$ cat src/rtl/axi_rd_arbiter_if.sv
// AXI4 read address/data channel bundle between the read arbiter (master)
// and the bus fabric (slave).
interface axi_rd_arbiter_if;
  logic [3:0]  arid;
  logic [31:0] araddr;
  logic [7:0]  arlen;
  logic [2:0]  arsize;
  logic [1:0]  arburst;
  logic        arvalid;
  logic        arready;
  logic [3:0]  rid;
  logic [31:0] rdata;
  logic        rlast;
  logic        rvalid;
  logic        rready;

  modport master (
    output arid, araddr, arlen, arsize, arburst, arvalid, rready,
    input  arready, rid, rdata, rlast, rvalid
  );

  modport slave (
    input  arid, araddr, arlen, arsize, arburst, arvalid, rready,
    output arready, rid, rdata, rlast, rvalid
  );
endinterface

$ cat src/rtl/axi_rd_arbiter.sv
// Shares one AXI4 read channel between instruction and data refills, one burst at a time.
// Define AXI_RD_RR_ARB_EN for round-robin arbitration; otherwise data has fixed priority.
module axi_rd_arbiter #(
  parameter logic [3:0] INST_ID = 4'd0,
  parameter logic [3:0] DATA_ID = 4'd1
) (
  input  logic                    clk,
  input  logic                    rst,
  input  logic                    flush,
  input  logic                    inst_req,
  input  logic [31:0]             inst_addr,
  input  logic [7:0]              inst_len,
  output logic                    inst_grant,
  output logic                    inst_rvalid,
  output logic [31:0]             inst_rdata,
  output logic                    inst_rlast,
  input  logic                    data_req,
  input  logic [31:0]             data_addr,
  input  logic [7:0]              data_len,
  output logic                    data_grant,
  output logic                    data_rvalid,
  output logic [31:0]             data_rdata,
  output logic                    data_rlast,
  axi_rd_arbiter_if.master        axi,
  output logic                    busy,
  output logic                    proto_err
);

  // state  | meaning
  // S_IDLE | no burst outstanding; arbitrate and latch the winner
  // S_AR   | address phase, arvalid held until arready
  // S_R    | data phase, beats steered to the owner until counter-final
  typedef enum logic [1:0] {
    S_IDLE = 2'd0,
    S_AR   = 2'd1,
    S_R    = 2'd2
  } state_t;

  state_t      state, state_nxt;
  logic        owner, owner_nxt;        // 1 = data side owns the burst
  logic [3:0]  ar_id, ar_id_nxt;
  logic [31:0] ar_addr, ar_addr_nxt;
  logic [7:0]  ar_len, ar_len_nxt;
  logic [7:0]  beat_cnt, beat_cnt_nxt;
  logic        drop, drop_nxt;
  logic        perr, perr_nxt;

  logic        inst_elig;
  logic        data_elig;
  logic        pick_data;
  logic        beat;
  logic        cnt_final;

`ifdef AXI_RD_RR_ARB_EN
  logic        last_owner, last_owner_nxt;

  // On conflict the side that did not win last time goes first.
  assign pick_data = data_elig & (~inst_elig | ~last_owner);
`else
  assign pick_data = data_elig;
`endif

  assign inst_elig = inst_req & ~flush;
  assign data_elig = data_req;

  assign beat      = axi.rvalid & axi.rready;
  assign cnt_final = (beat_cnt == ar_len);

  always_ff @(posedge clk) begin
    if (rst) begin
      state      <= S_IDLE;
      owner      <= 1'b0;
      ar_id      <= '0;
      ar_addr    <= '0;
      ar_len     <= '0;
      beat_cnt   <= '0;
      drop       <= 1'b0;
      perr       <= 1'b0;
`ifdef AXI_RD_RR_ARB_EN
      last_owner <= 1'b1;
`endif
    end else begin
      state      <= state_nxt;
      owner      <= owner_nxt;
      ar_id      <= ar_id_nxt;
      ar_addr    <= ar_addr_nxt;
      ar_len     <= ar_len_nxt;
      beat_cnt   <= beat_cnt_nxt;
      drop       <= drop_nxt;
      perr       <= perr_nxt;
`ifdef AXI_RD_RR_ARB_EN
      last_owner <= last_owner_nxt;
`endif
    end
  end

  always_comb begin
    state_nxt      = state;
    owner_nxt      = owner;
    ar_id_nxt      = ar_id;
    ar_addr_nxt    = ar_addr;
    ar_len_nxt     = ar_len;
    beat_cnt_nxt   = beat_cnt;
    drop_nxt       = drop;
    perr_nxt       = perr;
    inst_grant     = 1'b0;
    data_grant     = 1'b0;
`ifdef AXI_RD_RR_ARB_EN
    last_owner_nxt = last_owner;
`endif

    case (state)
      S_IDLE: begin
        drop_nxt = 1'b0;
        if (inst_elig | data_elig) begin
          owner_nxt   = pick_data;
          ar_id_nxt   = pick_data ? DATA_ID : INST_ID;
          ar_addr_nxt = pick_data ? data_addr : inst_addr;
          ar_len_nxt  = pick_data ? data_len : inst_len;
          inst_grant  = ~pick_data;
          data_grant  = pick_data;
          state_nxt   = S_AR;
`ifdef AXI_RD_RR_ARB_EN
          last_owner_nxt = pick_data;
`endif
        end
      end

      S_AR: begin
        if (flush & ~owner) begin
          drop_nxt = 1'b1;
        end
        if (axi.arready) begin
          beat_cnt_nxt = '0;
          state_nxt    = S_R;
        end
      end

      S_R: begin
        if (flush & ~owner) begin
          drop_nxt = 1'b1;
        end
        if (beat) begin
          beat_cnt_nxt = beat_cnt + 8'd1;
          if ((axi.rlast != cnt_final) || (axi.rid != ar_id)) begin
            perr_nxt = 1'b1;
          end
          // Burst length is owned by our counter; rlast is only cross-checked.
          if (cnt_final) begin
            beat_cnt_nxt = '0;
            drop_nxt     = 1'b0;
            state_nxt    = S_IDLE;
          end
        end
      end

      default: begin
        state_nxt = S_IDLE;
      end
    endcase
  end

  assign axi.arvalid = (state == S_AR);
  assign axi.rready  = (state == S_R);
  assign axi.arid    = ar_id;
  assign axi.araddr  = ar_addr;
  assign axi.arlen   = ar_len;
  assign axi.arsize  = 3'b010;
  assign axi.arburst = 2'b01;

  // A flushed instruction burst still drains on the bus but is hidden from the requester.
  assign inst_rvalid = beat & ~owner & ~drop;
  assign inst_rlast  = inst_rvalid & cnt_final;
  assign inst_rdata  = axi.rdata;
  assign data_rvalid = beat & owner;
  assign data_rlast  = data_rvalid & cnt_final;
  assign data_rdata  = axi.rdata;

  assign busy      = (state != S_IDLE);
  assign proto_err = perr;

endmodule

$ cat src/flat_wrapper.sv
// flat-port wrapper written by rule: the top's interface ports become plain ports
module axi_rd_arbiter_flat 
#(
  parameter logic [3:0] INST_ID = 4'd0,
  parameter logic [3:0] DATA_ID = 4'd1
)
  (clk, rst, flush, inst_req, inst_addr, inst_len, inst_grant, inst_rvalid, inst_rdata, inst_rlast, data_req, data_addr, data_len, data_grant, data_rvalid, data_rdata, data_rlast, busy, proto_err, axi_arid, axi_araddr, axi_arlen, axi_arsize, axi_arburst, axi_arvalid, axi_rready, axi_arready, axi_rid, axi_rdata, axi_rlast, axi_rvalid);
  axi_rd_arbiter_if axi_i ();
  input  logic clk;
  input  logic rst;
  input  logic flush;
  input  logic inst_req;
  input  logic [31:0] inst_addr;
  input  logic [7:0] inst_len;
  output logic inst_grant;
  output logic inst_rvalid;
  output logic [31:0] inst_rdata;
  output logic inst_rlast;
  input  logic data_req;
  input  logic [31:0] data_addr;
  input  logic [7:0] data_len;
  output logic data_grant;
  output logic data_rvalid;
  output logic [31:0] data_rdata;
  output logic data_rlast;
  output logic busy;
  output logic proto_err;
  output wire logic [$bits(axi_i.arid)-1:0] axi_arid;
  output wire logic [$bits(axi_i.araddr)-1:0] axi_araddr;
  output wire logic [$bits(axi_i.arlen)-1:0] axi_arlen;
  output wire logic [$bits(axi_i.arsize)-1:0] axi_arsize;
  output wire logic [$bits(axi_i.arburst)-1:0] axi_arburst;
  output wire logic [$bits(axi_i.arvalid)-1:0] axi_arvalid;
  output wire logic [$bits(axi_i.rready)-1:0] axi_rready;
  input wire logic [$bits(axi_i.arready)-1:0] axi_arready;
  input wire logic [$bits(axi_i.rid)-1:0] axi_rid;
  input wire logic [$bits(axi_i.rdata)-1:0] axi_rdata;
  input wire logic [$bits(axi_i.rlast)-1:0] axi_rlast;
  input wire logic [$bits(axi_i.rvalid)-1:0] axi_rvalid;
  assign axi_arid = axi_i.arid;
  assign axi_araddr = axi_i.araddr;
  assign axi_arlen = axi_i.arlen;
  assign axi_arsize = axi_i.arsize;
  assign axi_arburst = axi_i.arburst;
  assign axi_arvalid = axi_i.arvalid;
  assign axi_rready = axi_i.rready;
  assign axi_i.arready = axi_arready;
  assign axi_i.rid = axi_rid;
  assign axi_i.rdata = axi_rdata;
  assign axi_i.rlast = axi_rlast;
  assign axi_i.rvalid = axi_rvalid;
  axi_rd_arbiter #(.INST_ID(INST_ID), .DATA_ID(DATA_ID)) u_core (.clk(clk), .rst(rst), .flush(flush), .inst_req(inst_req), .inst_addr(inst_addr), .inst_len(inst_len), .inst_grant(inst_grant), .inst_rvalid(inst_rvalid), .inst_rdata(inst_rdata), .inst_rlast(inst_rlast), .data_req(data_req), .data_addr(data_addr), .data_len(data_len), .data_grant(data_grant), .data_rvalid(data_rvalid), .data_rdata(data_rdata), .data_rlast(data_rlast), .axi(axi_i), .busy(busy), .proto_err(proto_err));
endmodule
$ cat config.mk
export PLATFORM = sky130hd
export DESIGN_NAME = axi_rd_arbiter_flat
export DESIGN_NICKNAME = d
export VERILOG_FILES = /design/src/rtl/axi_rd_arbiter_if.sv /design/src/rtl/axi_rd_arbiter.sv /design/src/flat_wrapper.sv
export SDC_FILE = /design/constraint.sdc
export NUM_CORES = 1
export LEC_CHECK = 0
export ABC_AREA = 1
export CAP_MARGIN = 20
export CORE_MARGIN = 2
export CORE_UTILIZATION = 31
export CTS_BUF_LIST = sky130_fd_sc_hd__clkbuf_2
export DETAILED_ROUTE_END_ITERATION = 7
export PLACE_DENSITY = 0.86
export SETUP_SLACK_MARGIN = 0.3
export SYNTH_ARGS = -nofsm -noshare
export SYNTH_HDL_FRONTEND = slang
export SYNTH_SLANG_ARGS = --single-unit
$ cat constraint.sdc
create_clock -name clk -period 1.5 [get_ports clk]
set_clock_uncertainty 0.05 [all_clocks]
set_input_delay 0.225 -clock clk [delete_from_list [all_inputs] [get_ports clk]]
set_output_delay 0.225 -clock clk [all_outputs]
set_load 0.02 [all_outputs]
==> flow_summary.json, run 1 <==
{
  "cts_hold_buf": 0,
  "area_delta_synth_final_pct": 98.8,
  "powerDensity_nw_per_um2": 1520,
  "regArea_sq_um": 1150,
  "finalSetupViolCount": 61,
  "first_iter_violations": 94,
  "htreeDepth": 2,
  "fin_util": 0.635,
  "chipHeight_microns": 104,
  "cp_slowest_cell": "dfxtp_2",
  "startpoint_type": "register",
  "grt_pass1_vias": 3606,
  "worstSkewPairLatency_ns": 0.44,
  "fin_cells": 739,
  "hold_path_class": "primary input to register",
  "hold_ws_ns": 0.0812,
  "clockRootBuffer": "clkbuf_2",
  "routed_wl_microns": 12100,
  "dpl_cell_area_sq_um": 4570,
  "finalPower_mw": 9.42,
  "placedCellCount": 665,
  "syn_area_sq_um": 3120,
  "synth-seq-cells": 53,
  "ys_seq_area_frac": 0.340,
  "synth_top_area_share": 0.340,
  "crit_family": "simple AND/OR/NAND/NOR gates",
  "ys_warn_count": 0,
  "clk_path_buf_depth": 2,
  "antenna_found_initial": 0,
  "multi_input_area_sq_um": 1970,
  "ios": 247,
  "final.min_clock_period_ns": 1.92,
  "gp_congestion": 0.801,
  "clk_pin_slew_ns": 0.29,
  "path_buf_inv": 1,
  "path_cells": "xnor2_2 -> nand2_1 -> nor2_2 -> nand2_4 -> nor4_4 -> buf_4",
  "fin_area_sq_um": 6200,
  "crit_fanout": 3,
  "setup_slack_ns": -0.424,
  "syn_avg_cell_area_sq_um": 7.24,
  "failed_checks": "setup timing",
  "p_leak_nw": 2.63,
  "worstSetupPathType": "register to output port",
  "hold_violations": 0,
  "routedWlPerCell_microns": 16.4,
  "grt_max_degree": 41,
  "dieArea_sq_um": 10900,
  "slew_violations": 0,
  "layout.nets": 734,
  "max_freq_ghz": 0.520,
  "grt-ovfl-total": 0,
  "arrival_ns": 1.65,
  "portBuffers": 142,
  "rows": 36,
  "synth_top_area_cell": "dfxtp_1",
  "grt_pass1_wl_microns": 17500,
  "rsz0062_at_grt": "yes",
  "die_w_microns": 104,
  "pre_cts_ws_ns": -0.702,
  "cp_data_required_time_ns": 1.22,
  "async_flop_share": 0,
  "synth-edff-count": 0,
  "drt.antenna.violating_nets": 0,
  "synth_cells": 431,
  "drive_above_1_share": 0.520,
  "synth.distinct_cells": 30,
  "start_util": 0.319,
  "antenna_cells": 0,
  "route.detailed.drc": 0,
  "max_stage_delay_ns": 0.41,
  "cts_buffers": 5,
  "setup_tns_ns": -18.56,
  "fill_cells": 752,
  "period_share": 1.28,
  "synth_top_flop_cell": "dfxtp_1",
  "cts_tree": "yes",
  "drtPass1Iterations": 4,
  "cp-end-kind": "output port",
  "synth.area.top_cells": "dfxtp_1 (34%), buf_4 (18%), nand2_1 (14%)",
  "num_vias": 3595,
  "status": "complete, but fails checks",
  "cts_num_sinks": 53,
  "core_sq_um": 9770,
  "grt_use_total": 0.199,
  "dpl.hpwl_microns": 7040,
  "cap_violations": 0,
  "ir_worst_vdd_mv": 0.631,
  "viasPerCell": 4.86
}
## synth_stat cells, types with 3 or more instances
cell,n
a21oi_1,4
clkbuf_1,12
buf_4,73
ha_1,5
nor2_1,18
buf_2,5
dfxtp_1,53
nand3_1,6
o21ai_1,40
inv_1,23
buf_6,4
nand2_1,115
xor2_1,6
nand2_2,3
a31oi_1,41
xnor2_1,5
## metal layers
layer  GRT usage  share of wire  up-vias
met1       0.204           0.36     1705
met5           0              0        -
met2       0.382           0.55      179
met4      0.0734          0.026        0
met3      0.0545          0.068       34
li1            -              -     1677
## tightest hold or removal path, stage by stage
cell and delay (ns):
buf_2 0.17, nor2_4 0.13, a211oi_2 0.04
## timing repair
action,CTS,global route
setup buffers,26,29
endpoints found under the setup margin,104,104
gates resized for setup,442,58
pin swaps,19,32
gates cloned,11,0
## registers in the layout (all words and copies together) (netlist names)
| register | count |
|---|---|
| u_core.state | 2 |
| u_core.axi.arlen | 8 |
| u_core.axi.araddr | 32 |
| u_core.drop | 1 |
| u_core.proto_err | 1 |
| u_core.axi.arid | 1 |
| u_core.beat_cnt | 8 |
## area by class of cell
| class | instances | share of cell area |
|---|---|---|
| clock buffers | 5 | 0.00403 |
| clock inverters | 3 | 0.00202 |
| inverters | 24 | 0.0153 |
| multi-input cells | 267 | 0.318 |
| flip-flops and latches | 53 | 0.186 |
| well taps | 133 | 0.0268 |
| repair buffers | 254 | 0.448 |
## placed cells by master (no fill, tap or decap), types with 6 or more instances in the layout
master,n
dfxtp_2,35
a31oi_4,11
buf_12,8
a31oi_1,29
o21ai_1,7
dfxtp_4,13
o21ai_4,6
buf_6,80
nand2_1,102
buf_16,11
clkdlybuf4s50_1,90
nand2_2,8
nor2_1,12
buf_4,60
o21ai_2,28
nand2_4,7
inv_1,18
conb_1,8
## where the power goes
group          switching (mW)  internal [mW]  leakage (nW)
sequential              0.380           1.92         0.458
clock                   0.470          0.103        0.0278
combinational            2.86           3.68          2.14
## cell families after synthesis
| family | synth area share |
|---|---|
| AOI/OAI and AO/OA | 0.159 |
| xor gates and xnor gates | 0.0309 |
| adders and majority gates | 0.0200 |
| buffers and inverters | 0.241 |
| DFF | 0.340 |
| other | 0.00241 |
| and+or+nand+nor | 0.206 |
## final timing paths
| kind | from | to | slack (ns) | cells past startpoint |
|---|---|---|---|---|
| worst min register to register | u_core.proto_err | u_core.proto_err | 0.45 | 2 |
| worst min-delay path | data_req | u_core.axi.arid[0] | 0.08 | 3 |
| worst max register to register | u_core.state[1] | u_core.beat_cnt[6] | -0.39 | 11 |
| worst max-delay path | u_core.beat_cnt[2] | inst_rlast | -0.42 | 6 |
(Power assumes the default switching activity.)
==> run 2: changes to the inputs <==
==> constraint.sdc (replaced) <==
create_clock -name clk -period 1.7 [get_ports clk]
set_clock_uncertainty 0.05 [all_clocks]
set_input_delay 0.255 -clock clk [delete_from_list [all_inputs] [get_ports clk]]
set_output_delay 0.255 -clock clk [all_outputs]
set_load 0.02 [all_outputs]
==> flow_summary.json, run 2 (synthesis results as in run 1) <==
{
  "route.detailed.drc": 0,
  "max_freq_ghz": 0.508,
  "p_sw_mw": 3.09,
  "first_iter_violations": 115,
  "routedWlPerCell_microns": 15.7,
  "finalSetupViolCount": 54,
  "p_clk_frac": 0.085,
  "hold_violations": 0,
  "drive_above_1_share": 0.481,
  "p_int_mw": 4.65,
  "fill_cells": 791,
  "pre_cts_ws_ns": -0.541,
  "finalPower_mw": 7.73,
  "p_sw_frac": 0.399,
  "largest_register_ff_count": 32,
  "setup_slack_ns": -0.270,
  "cp_data_required_time_ns": 1.39,
  "grt_use_total": 0.189,
  "drtPass1Iterations": 4,
  "status": "complete, but fails checks",
  "routed-wl-met2_microns": 6180,
  "mostFrequentLayoutCells": "nand2_1 (107), clkdlybuf4s50_1 (90), buf_6 (46), dfxtp_2 (45), buf_4 (44)",
  "num_vias": 3429,
  "clockRootBuffer": "clkbuf_2",
  "viasPerCell": 4.77,
  "grt-ovfl-total": 0,
  "startpoint": "u_core.axi.arlen[0]",
  "cp-endpoint": "inst_rlast",
  "final.min_clock_period_ns": 1.97,
  "cts_buffers": 5,
  "cts_hold_buf": 0,
  "arrival_ns": 1.66,
  "crit_fanout": 3,
  "failed_checks": "setup timing",
  "slew_violations": 0,
  "reg2reg_to": "u_core.axi.araddr[1]",
  "start_util": 0.319,
  "cap_violations": 0,
  "r2r-start": "u_core.state[1]",
  "comb_power_share": 0.662,
  "ios": 247,
  "rows": 36,
  "cts_tree": "yes",
  "startpoint_type": "register",
  "hold_path_class": "primary input to register",
  "dieArea_sq_um": 10900,
  "layout_commonest_cell": "nand2_1",
  "wl_met1_microns": 4090,
  "pwr-share-seq": 0.253,
  "antenna_found_initial": 0,
  "p_leak_nw": 2.47,
  "drt.antenna.violating_nets": 0,
  "routed-wl-met3_microns": 690,
  "dpl.hpwl_microns": 6870,
  "top_layer_used": "met4",
  "ir_worst_vdd_mv": 0.586,
  "fin_cells": 719,
  "htreeDepth": 2,
  "worstSkewPairLatency_ns": 0.44,
  "r2r_cells": 12,
  "cp_slowest_cell": "dfxtp_2",
  "setup_tns_ns": -6.75,
  "die_w_microns": 104,
  "ff2ff_setup_slack_ns": -0.18,
  "max_stage_delay_ns": 0.42,
  "clk_pin_slew_ns": 0.29,
  "clk_path_buf_depth": 2,
  "layout.nets": 715,
  "rsz0062_at_grt": "yes",
  "period_share": 1.16,
  "gp_congestion": 0.856,
  "chipHeight_microns": 104,
  "worstSetupPathType": "register to output port",
  "core_sq_um": 9770,
  "grt_max_degree": 39,
  "path_cells": "xnor2_1 -> nand2_1 -> nor2_1 -> nand2_2 -> nor4_4 -> buf_4",
  "antenna_cells": 0,
  "grt_pass1_wl_microns": 16700,
  "routed_wl_microns": 11300,
  "placedCellCount": 662,
  "powerDensity_nw_per_um2": 1340,
  "grt_pass1_vias": 3406,
  "cts_num_sinks": 53,
  "portBuffers": 142,
  "area_delta_synth_final_pct": 84.8,
  "cp-end-kind": "output port",
  "fin_util": 0.590
}
run 2: how the worst min path moves through the flow:
stage,slack (ns),startpoint,cells after the start,end
detailed placement,0.39,u_core.proto_err,2,u_core.proto_err
floorplan,0.27,rst,1,u_core.drop
global route,0.12,data_req,3,u_core.axi.arlen[2]
global placement,0.39,u_core.proto_err,2,u_core.proto_err
CTS,0.06,data_req,3,u_core.axi.arlen[2]
finish,0.16,data_req,3,u_core.axi.arlen[2]
run 2: final cells by class:
type,count,area [sq um],area share
Multi-Input combinational cell,267,1910,0.331
Timing Repair Buffer,235,2400,0.416
Clock inverter,2,38.8,0.00672
Inverter,24,97.6,0.0169
Clock buffer,5,25.0,0.00434
Tap cell,133,166,0.0289
Sequential cell,53,1130,0.196
run 2: worst max-delay path, delay by kind of cell (launching register included):
kind          cells  cell delay, ns
xor+xnor          1            0.18
buf+inv           1            0.18
flops             1            0.42
simple gates      4            0.45
run 2: what timing repair did:
action                                  4_1_cts  5_1_grt
setup buffers                                32        6
pin swaps                                    15       13
gates cloned                                 11        1
gates resized for setup                     347       61
endpoints found under the setup margin      103       73
run 2: power groups by stage:
stage	Combinational (mW)	Clock [mW]	Sequential (mW)
after floorplan	1.47	0	2.23
after global placement	3.04	0	1.86
after detailed placement	3.11	0	1.87
after CTS	4.51	0.701	1.91
after global routing	5.39	0.728	2.00
final	5.12	0.660	1.95
run 2: per-layer routing:
metal  up-vias  track usage
met5         -            0
met2       157        0.378
li1       1643            -
met3        24       0.0420
met1      1605        0.191
met4         0       0.0569
run 2: per-stage QoR:
step	hold slack, ns	instance area (sq um)
2_1_floorplan	0.274	3230
3_3_place_gp	0.391	4520
3_5_place_dp	0.394	4520
4_1_cts	0.0620	5330
5_1_grt	0.122	5770
6_report	0.161	5770
==> run 3: changes to the inputs <==
--- a/config.mk
+++ b/config.mk
@@ -13,6 +13,7 @@
 export DETAILED_ROUTE_END_ITERATION = 7
 export PLACE_DENSITY = 0.86
 export SETUP_SLACK_MARGIN = 0.3
+export SLEW_MARGIN = 0
 export SYNTH_ARGS = -nofsm -noshare
 export SYNTH_HDL_FRONTEND = slang
 export SYNTH_SLANG_ARGS = --single-unit
==> results of run 3 <==
Final layout, timing and power as in run 2 (identical DEF).
